$ cat src/rtl/time_field_adjuster.sv
`timescale 1ns/1ps
// time_field_adjuster
// Edits a stored hours:minutes value one field at a time from step pulses
// produced by the press detector. It is used for both clock-time and
// alarm-time setting, and it outputs binary and BCD copies for the display.
//
// Ports
//   clk_100Hz            system clock
//   rst_n                asynchronous active-low reset
//   edit_en              editing allowed while high
//   field_sel            0 = edit minutes, 1 = edit hours
//   signal               step request (a rising edge is one step)
//   increment_positivity 0 = increment, 1 = decrement
//   load                 load load_hours/load_minutes on the next edge (clamped)
//   load_hours/minutes   values to load
//   hours/minutes        current value, binary
//   hours_bcd/minutes_bcd current value as {tens, ones}
//   changed              1-cycle pulse when either field changes
//   wrapped              1-cycle pulse when a step wraps a field
module time_field_adjuster #(
  parameter int MAX_HOURS   = 24,
  parameter int MAX_MINUTES = 60
) (
  input  logic       clk_100Hz,
  input  logic       rst_n,
  input  logic       edit_en,
  input  logic       field_sel,
  input  logic       signal,
  input  logic       increment_positivity,
  input  logic       load,
  input  logic [4:0] load_hours,
  input  logic [5:0] load_minutes,
  output logic [4:0] hours,
  output logic [5:0] minutes,
  output logic [7:0] hours_bcd,
  output logic [7:0] minutes_bcd,
  output logic       changed,
  output logic       wrapped
);

  localparam logic [4:0] HR_TOP  = 5'(MAX_HOURS - 1);
  localparam logic [5:0] MIN_TOP = 6'(MAX_MINUTES - 1);

  typedef enum logic [1:0] {IDLE, EDIT_MIN, EDIT_HR} state_t;

  state_t     state_reg;
  logic       signal_reg;
  logic       step_reg;
  logic       dec_reg;
  logic [4:0] hours_reg, hours_next;
  logic [5:0] minutes_reg, minutes_next;
  logic [7:0] hours_bcd_reg, minutes_bcd_reg;
  logic       changed_reg, wrapped_reg, wrapped_next;

  function automatic logic [7:0] to_bcd(input logic [6:0] v);
    logic [3:0] tens;
    logic [3:0] ones;
    tens = 4'(v / 7'd10);
    ones = 4'(v % 7'd10);
    return {tens, ones};
  endfunction

  // Next field values. Load wins over a pending step; the step is lost.
  always_comb begin
    hours_next   = hours_reg;
    minutes_next = minutes_reg;
    wrapped_next = 1'b0;
    if (load) begin
      hours_next   = (load_hours   > HR_TOP)  ? HR_TOP  : load_hours;
      minutes_next = (load_minutes > MIN_TOP) ? MIN_TOP : load_minutes;
    end else if (step_reg) begin
      case (state_reg)
        EDIT_MIN: begin
          if (!dec_reg) begin
            if (minutes_reg == MIN_TOP) begin
              minutes_next = 6'd0;
              wrapped_next = 1'b1;
            end else begin
              minutes_next = minutes_reg + 6'd1;
            end
          end else begin
            if (minutes_reg == 6'd0) begin
              minutes_next = MIN_TOP;
              wrapped_next = 1'b1;
            end else begin
              minutes_next = minutes_reg - 6'd1;
            end
          end
        end
        EDIT_HR: begin
          if (!dec_reg) begin
            if (hours_reg == HR_TOP) begin
              hours_next   = 5'd0;
              wrapped_next = 1'b1;
            end else begin
              hours_next = hours_reg + 5'd1;
            end
          end else begin
            if (hours_reg == 5'd0) begin
              hours_next   = HR_TOP;
              wrapped_next = 1'b1;
            end else begin
              hours_next = hours_reg - 5'd1;
            end
          end
        end
        default: ;
      endcase
    end
  end

  // The step pulse and the state are registered on the same edge, so a
  // step is applied according to edit_en/field_sel seen in its edge cycle.
  // A rising edge that coincides with a load is discarded here, so the
  // step is never applied on top of the freshly loaded value.
  always_ff @(posedge clk_100Hz or negedge rst_n) begin
    if (!rst_n) begin
      state_reg       <= IDLE;
      signal_reg      <= 1'b0;
      step_reg        <= 1'b0;
      dec_reg         <= 1'b0;
      hours_reg       <= 5'd0;
      minutes_reg     <= 6'd0;
      hours_bcd_reg   <= 8'h00;
      minutes_bcd_reg <= 8'h00;
      changed_reg     <= 1'b0;
      wrapped_reg     <= 1'b0;
    end else begin
      signal_reg <= signal;
      step_reg   <= signal & ~signal_reg & ~load;
      dec_reg    <= increment_positivity;
      if (!edit_en)       state_reg <= IDLE;
      else if (field_sel) state_reg <= EDIT_HR;
      else                state_reg <= EDIT_MIN;
      hours_reg       <= hours_next;
      minutes_reg     <= minutes_next;
      hours_bcd_reg   <= to_bcd({2'b00, hours_next});
      minutes_bcd_reg <= to_bcd({1'b0, minutes_next});
      changed_reg     <= (hours_next != hours_reg) || (minutes_next != minutes_reg);
      wrapped_reg     <= wrapped_next;
    end
  end

  assign hours       = hours_reg;
  assign minutes     = minutes_reg;
  assign hours_bcd   = hours_bcd_reg;
  assign minutes_bcd = minutes_bcd_reg;
  assign changed     = changed_reg;
  assign wrapped     = wrapped_reg;

endmodule

$ cat config.mk
export PLATFORM = sky130hd
export DESIGN_NAME = time_field_adjuster
export DESIGN_NICKNAME = d
export VERILOG_FILES = /design/src/rtl/time_field_adjuster.sv
export SDC_FILE = /design/constraint.sdc
export NUM_CORES = 1
export LEC_CHECK = 0
export CORE_ASPECT_RATIO = 0.5
export CORE_MARGIN = 1
export CORE_UTILIZATION = 38
export DETAILED_ROUTE_END_ITERATION = 16
export REMOVE_ABC_BUFFERS = 1
export SETUP_SLACK_MARGIN = 0.2
export SLEW_MARGIN = 20
export SYNTH_ARGS = -nofsm -noshare
export SYNTH_HDL_FRONTEND = slang
export SYNTH_SLANG_ARGS = --single-unit
$ cat constraint.sdc
create_clock -name clk_100Hz -period 8.23 [get_ports clk_100Hz]
set_input_delay 2.469 -clock clk_100Hz [delete_from_list [all_inputs] [get_ports clk_100Hz]]
set_output_delay 2.469 -clock clk_100Hz [all_outputs]
set_load 0.005 [all_outputs]
# Word level (Yosys, flattened, before mapping)
# Index checks and enable logic that the tools add are counted.
[totals]
register_bits = 34
input_bits = 18
out_inout_bits = 29
word_cells = 58
[op_classes]
addsub = 4
div = 4
magnitude_cmp = 2
eq_ne = 6
muxes = 25
bitwise = 4
reduce_logical = 3
[ops]
columns = ["op", "count"]
rows = [
  ["$mux 6", 7],
  ["$mux 5", 7],
  ["$mux 1", 8],
  ["$div 5x4->7 const B", 1],
  ["$div 6x4->7 const B", 1],
  ["$mod 5x4->7 const B", 1],
  ["$mod 6x4->7 const B", 1],
  ["$add 6x1->6 const B", 1],
  ["$eq 6x6->1 const B", 1],
  ["$gt 6x6->1 const B", 1],
  ["$logic_not 6->1", 1],
  ["$ne 6x6->1", 1],
  ["$sub 6x1->6 const B", 1],
  ["$add 5x1->5 const B", 1],
  ["$eq 5x5->1 const B", 1],
  ["$gt 5x5->1 const B", 1],
  ["$logic_not 5->1", 1],
  ["$ne 5x5->1", 1],
  ["$sub 5x1->5 const B", 1],
  ["$mux 2", 2],
  ["$and 1x1->1", 2],
  ["$eq 2x1->1 const B", 1],
  ["$eq 2x2->1 const B", 1],
  ["$not 1->1", 2],
  ["other kinds (2)", 2],
]

# Depth between registers and ports, before layout
# Gate-level depths: netlist of the first run.
[depth]
depth_word = 8
depth_mapped = 25
mapped_depth_nobuf = 24

# Least setup slack after synthesis of the first run
# Ideal clock, no wire load.
[synth_path]
path_kind = "in2reg"
startpoint = "in load"
endpoint = "reg minutes_bcd_reg[2], in the netlist minutes_bcd[2]"
setup_ns = 0.124
arrival_ns = 6.377
t_required_ns = 8.106
slack_ns = 1.729
cell_stages = 23
n_path_buf = 2
path_cell_list = "buf_2 buf_1 a21oi_1 o31ai_1 and2_1 inv_2 ha_1 a21oi_1 or3_1 nand3_1 inv_1 ha_1 nand2_1 o21a_1 or3_4 nand2_1 xnor2_1 ha_1 o32a_1 o311ai_1 a211oi_4 o221ai_1 a211o_1"
[synth_between]
elab_chain_len = 2
[synth_lines]
columns = ["item", "line_no", "text"]
rows = [
  ["from (decl)", "30", "input logic load,"],
  ["$mux 6", "68", "if (load) begin"],
  ["via minutes_next[4]", "51", "logic [5:0] minutes_reg, minutes_next;"],
  ["$mod 6x4->7", "59", "ones = 4'(v % 7'd10);"],
  ["to (signal assigned)", "138", "minutes_bcd_reg <= to_bcd({1'b0, minutes_next});"],
  ["to (decl)", "52", "logic [7:0] hours_bcd_reg, minutes_bcd_reg;"],
]
# The timed path passes the listed nets, and every way through them passes these cells.

# Final worst setup path of the first run
[layout_path]
startpoint = "in load"
endpoint = "reg minutes_bcd_reg[2], in the netlist minutes_bcd[2]"
[layout_between]
elab_chain_len = 2
[layout_lines]
columns = ["item", "line_no"]
rows = [
  ["$mux 6", "68"],
  ["$mod 6x4->7", "59"],
]
# No other way between the ends.

==> results of run 1 <==
-- cell families after synthesis --
logic type	synth area share, %
adders and majority gates	7.541
AOI/OAI and AO/OA	25.39
DFF	29.16
muxes	2.464
buffers and inverters	9.201
xor gates and xnor gates	6.687
other	0.1507
and+or+nand+nor	19.41
-- worst max path at each step --
stage | startpoint | to | slack, ps
2_1_floorplan | load | minutes_bcd[2] | 1710
3_3_place_gp | load | minutes_bcd[2] | 920
3_5_place_dp | load | minutes_bcd[2] | 750
4_1_cts | load | minutes_bcd[2] | 1040
5_1_grt | load | minutes_bcd[2] | 670
6_report | load | minutes_bcd[2] | 1020
-- layout make-up --
cell class | count | area [um^2]
clock inverter | 3 | 17.52
clock buffer | 5 | 125.1
timing repair buffer | 46 | 452.9
sequential | 29 | 725.7
tap | 88 | 110.1
inverter | 26 | 100.1
multi-input combinational | 212 | 1541
fill | 594 | 3108
-- cells in the final DEF, fill, tap and decap left out, drive strengths merged, types with 3 or more instances in the layout --
cell type,synthesis,routed
a21oi,13,13
a31oi,5,5
dfrtp,29,29
or3,5,5
ha,15,15
mux2i,5,5
nor3,9,9
clkdlybuf4s50,0,43
nand2,19,19
clkbuf,3,5
buf,17,3
xnor2,16,16
o31ai,3,3
nand3,11,11
o211ai,4,4
o21ai,18,18
xor2,3,3
a211oi,5,5
nor2b,3,3
inv,26,26
nand2b,8,8
nor2,13,13
conb,1,3
-- power by group through the flow --
stage               clock network, mW  logic [mW]  registers, mW
floorplan                           0       0.128          0.189
global placement                    0       0.216          0.191
detailed placement                  0       0.220          0.191
CTS                             0.178       0.221          0.189
global route                    0.184       0.244          0.193
finish                          0.173       0.220          0.189
-- through the flow --
step           cell area, um^2  util, %  cells
3_5_place_dp              2930    47.41    401
2_1_floorplan             2367        -    267
5_1_grt                   3073    49.72    409
6_report                  3073    49.72    409
4_1_cts                   3073    49.72    409
3_3_place_gp              2930    47.41    401
-- layer usage --
layer	GRT usage, %	part of all wire, %	wire (um)	up-vias
li1	-	-	-	1098
met1	26.19	49	2894	1059
met2	29.67	46	2719	43
met3	3.988	5.5	329	2
met4	3.663	0.13	8	0
met5	0	0	0	-
==> impl_results.md, run 1 <==
* Clock Skew at 5.470 ps
* Initial antenna violation count at 0
* Unrepaired setup endpoints after global routing: false
* Syn Area/Cell at 8.732 um^2
* Worst slack, placed at 746.0 ps
* Status: completed
* Period minus WS final at 7207 ps
* Drt wl/cell at 14.55 um
* Worst hold path class: register to register
* Post-synthesis sequential area ratio at 29.16%
* DIE AREA at 6896 um^2
* Clock Power Share at 29.7%
* Top Family by Delay on Critical Path: compound AO/OA/AOI/OAI gates
* Clk buf depth at 2
* Final worst setup slack at 1023 ps
* Hold-fix buffer count after cts at 0
* DRT Pass-1 Iters at 4
* First-pass GRT wire length at 9798 um
* Largest net degree at the start of global routing at 30
* Die width at 116.4 um
* Max reg flops at 7
* Sequential group share of total power at 32.5%
* Final Max Slew Viols at 0
* Reg2Reg Depth at 24
* Hold Crit Start: signal_reg
* Root Buffer Master: clkbuf_16
* Total Nets Final at 353
* Routed wire length at 5951 um
* Comb power frac at 37.8%
* Worst Tran Pin Value at 702.5 ps
* Initial DRC Count at 125
* Worst hold stages at 1
* CP Launch Type: input pin
* Total track usage at 18.62%
* Crit Path Max Fanout at 19
* Final GP Congestion at 0.8355
* Count leader, synth: dfrtp_1
* Highest clock rate at 138.8 MHz
* Buffers on Ports at 43
* R2r setup slk at 2730 ps
* Net Switching at 0.1892 mW
* YS warnings at 0
* WP buf/inv at 3
* TritonCTS clock tree: yes
* Post-synthesis cell count at 285
* Via density per instance at 5.384
* Initial core utilization at 40.26%
* Critical path cell sequence: clkdlybuf4s50_1, buf_4, and3b_1, o21ai_0, a311oi_2, or2_1, ha_1, a21oi_1, or3_1, nand3_1, inv_1, ha_1, nand2_1, o21a_1, or3_4, nand2_1, xnor2_1, ha_1, o32a_1, o311ai_1, a211oi_4, o221ai_1, a211o_1
* Placement Rows at 20
* Reg2reg start: minutes_bcd[0]
* End of the worst hold path: step_reg
* Leakage power at 1.244 nW
* Area Growth Syn to Fin at 23.48%
* DPL Wire Length at 4556 um
* PostCTS Resize Cnt at 0
* Slowest CP cell: clkdlybuf4s50_1
* CP peak stage delay at 450 ps
* Total Power at 0.5819 mW
* Final hold viol count at 0
* Internal Power at 0.3927 mW
* Total CTS buffers at 5
* I/O pins at 47
* Core Box Area at 6181 um^2
* N_diodes at 0
* Crit path kind: input pin to register
* Layout cells sized above 1 at 8.411%
* Yosys top cell area share at 29.16%
* Setup violators final at 0
* DRT antenna net count at 0
* Hold_ws at 406.4 ps
* Critical Path End Type: register
* Vias in the first global route at 1,964
* Clk slew on worst S/H paths at 50 ps
* Final setup TNS at 0 ps
* CTS H-tree lvls at 2
* Chip height at 59.23 um
* Top post-synthesis cells by count: dfrtp_1 (29), inv_1 (22), nand2_1 (19)
* Drc violations at 0
* Post-Syn Area at 2489 um^2
* Critical path depth at 23
* GRT overflow at 0
* Most used cell along the critical path: ha_1
* Cell Pwr Density at 189.4 nW/um^2
* Max-slew headroom at 53.17%
* Ys flop type: dfrtp_1
* Synth Register Bits at 29
* Fin crit share at 87.57%
* Count of different cell masters after synthesis at 75
* Worst EP required at 8390 ps
* Sink Count at 29
* Max_cap viols at 0
* Setup Fix Bufs, Post-CTS at 0
* Sw frac at 32.51%
* Vias at 2,202
* R2R Path End: minutes_bcd[2]
* Critical Path AT at 7360 ps
* Synth area leaders: dfrtp_1 (29%), ha_1 (7.5%), xnor2_1 (5.6%)
* Post-synthesis async set-or-reset flop share at 100.0%
* Clk_lat worst skew at 270 ps
* Peak supply drop at 0.00007673 V
* Post-synth EDFFs at 0
* Cell taking the most area after synthesis: dfrtp_1
Power figures use the tool's default switching activity.
==> run 2: changes to the inputs <==
--- a/config.mk
+++ b/config.mk
@@ -11,7 +11,6 @@
 export DETAILED_ROUTE_END_ITERATION = 16
 export REMOVE_ABC_BUFFERS = 1
 export SETUP_SLACK_MARGIN = 0.2
-export SLEW_MARGIN = 20
 export SYNTH_ARGS = -nofsm -noshare
 export SYNTH_HDL_FRONTEND = slang
 export SYNTH_SLANG_ARGS = --single-unit
==> results of run 2 <==
The final DEF is identical to that of run 1; final timing and power are the same.
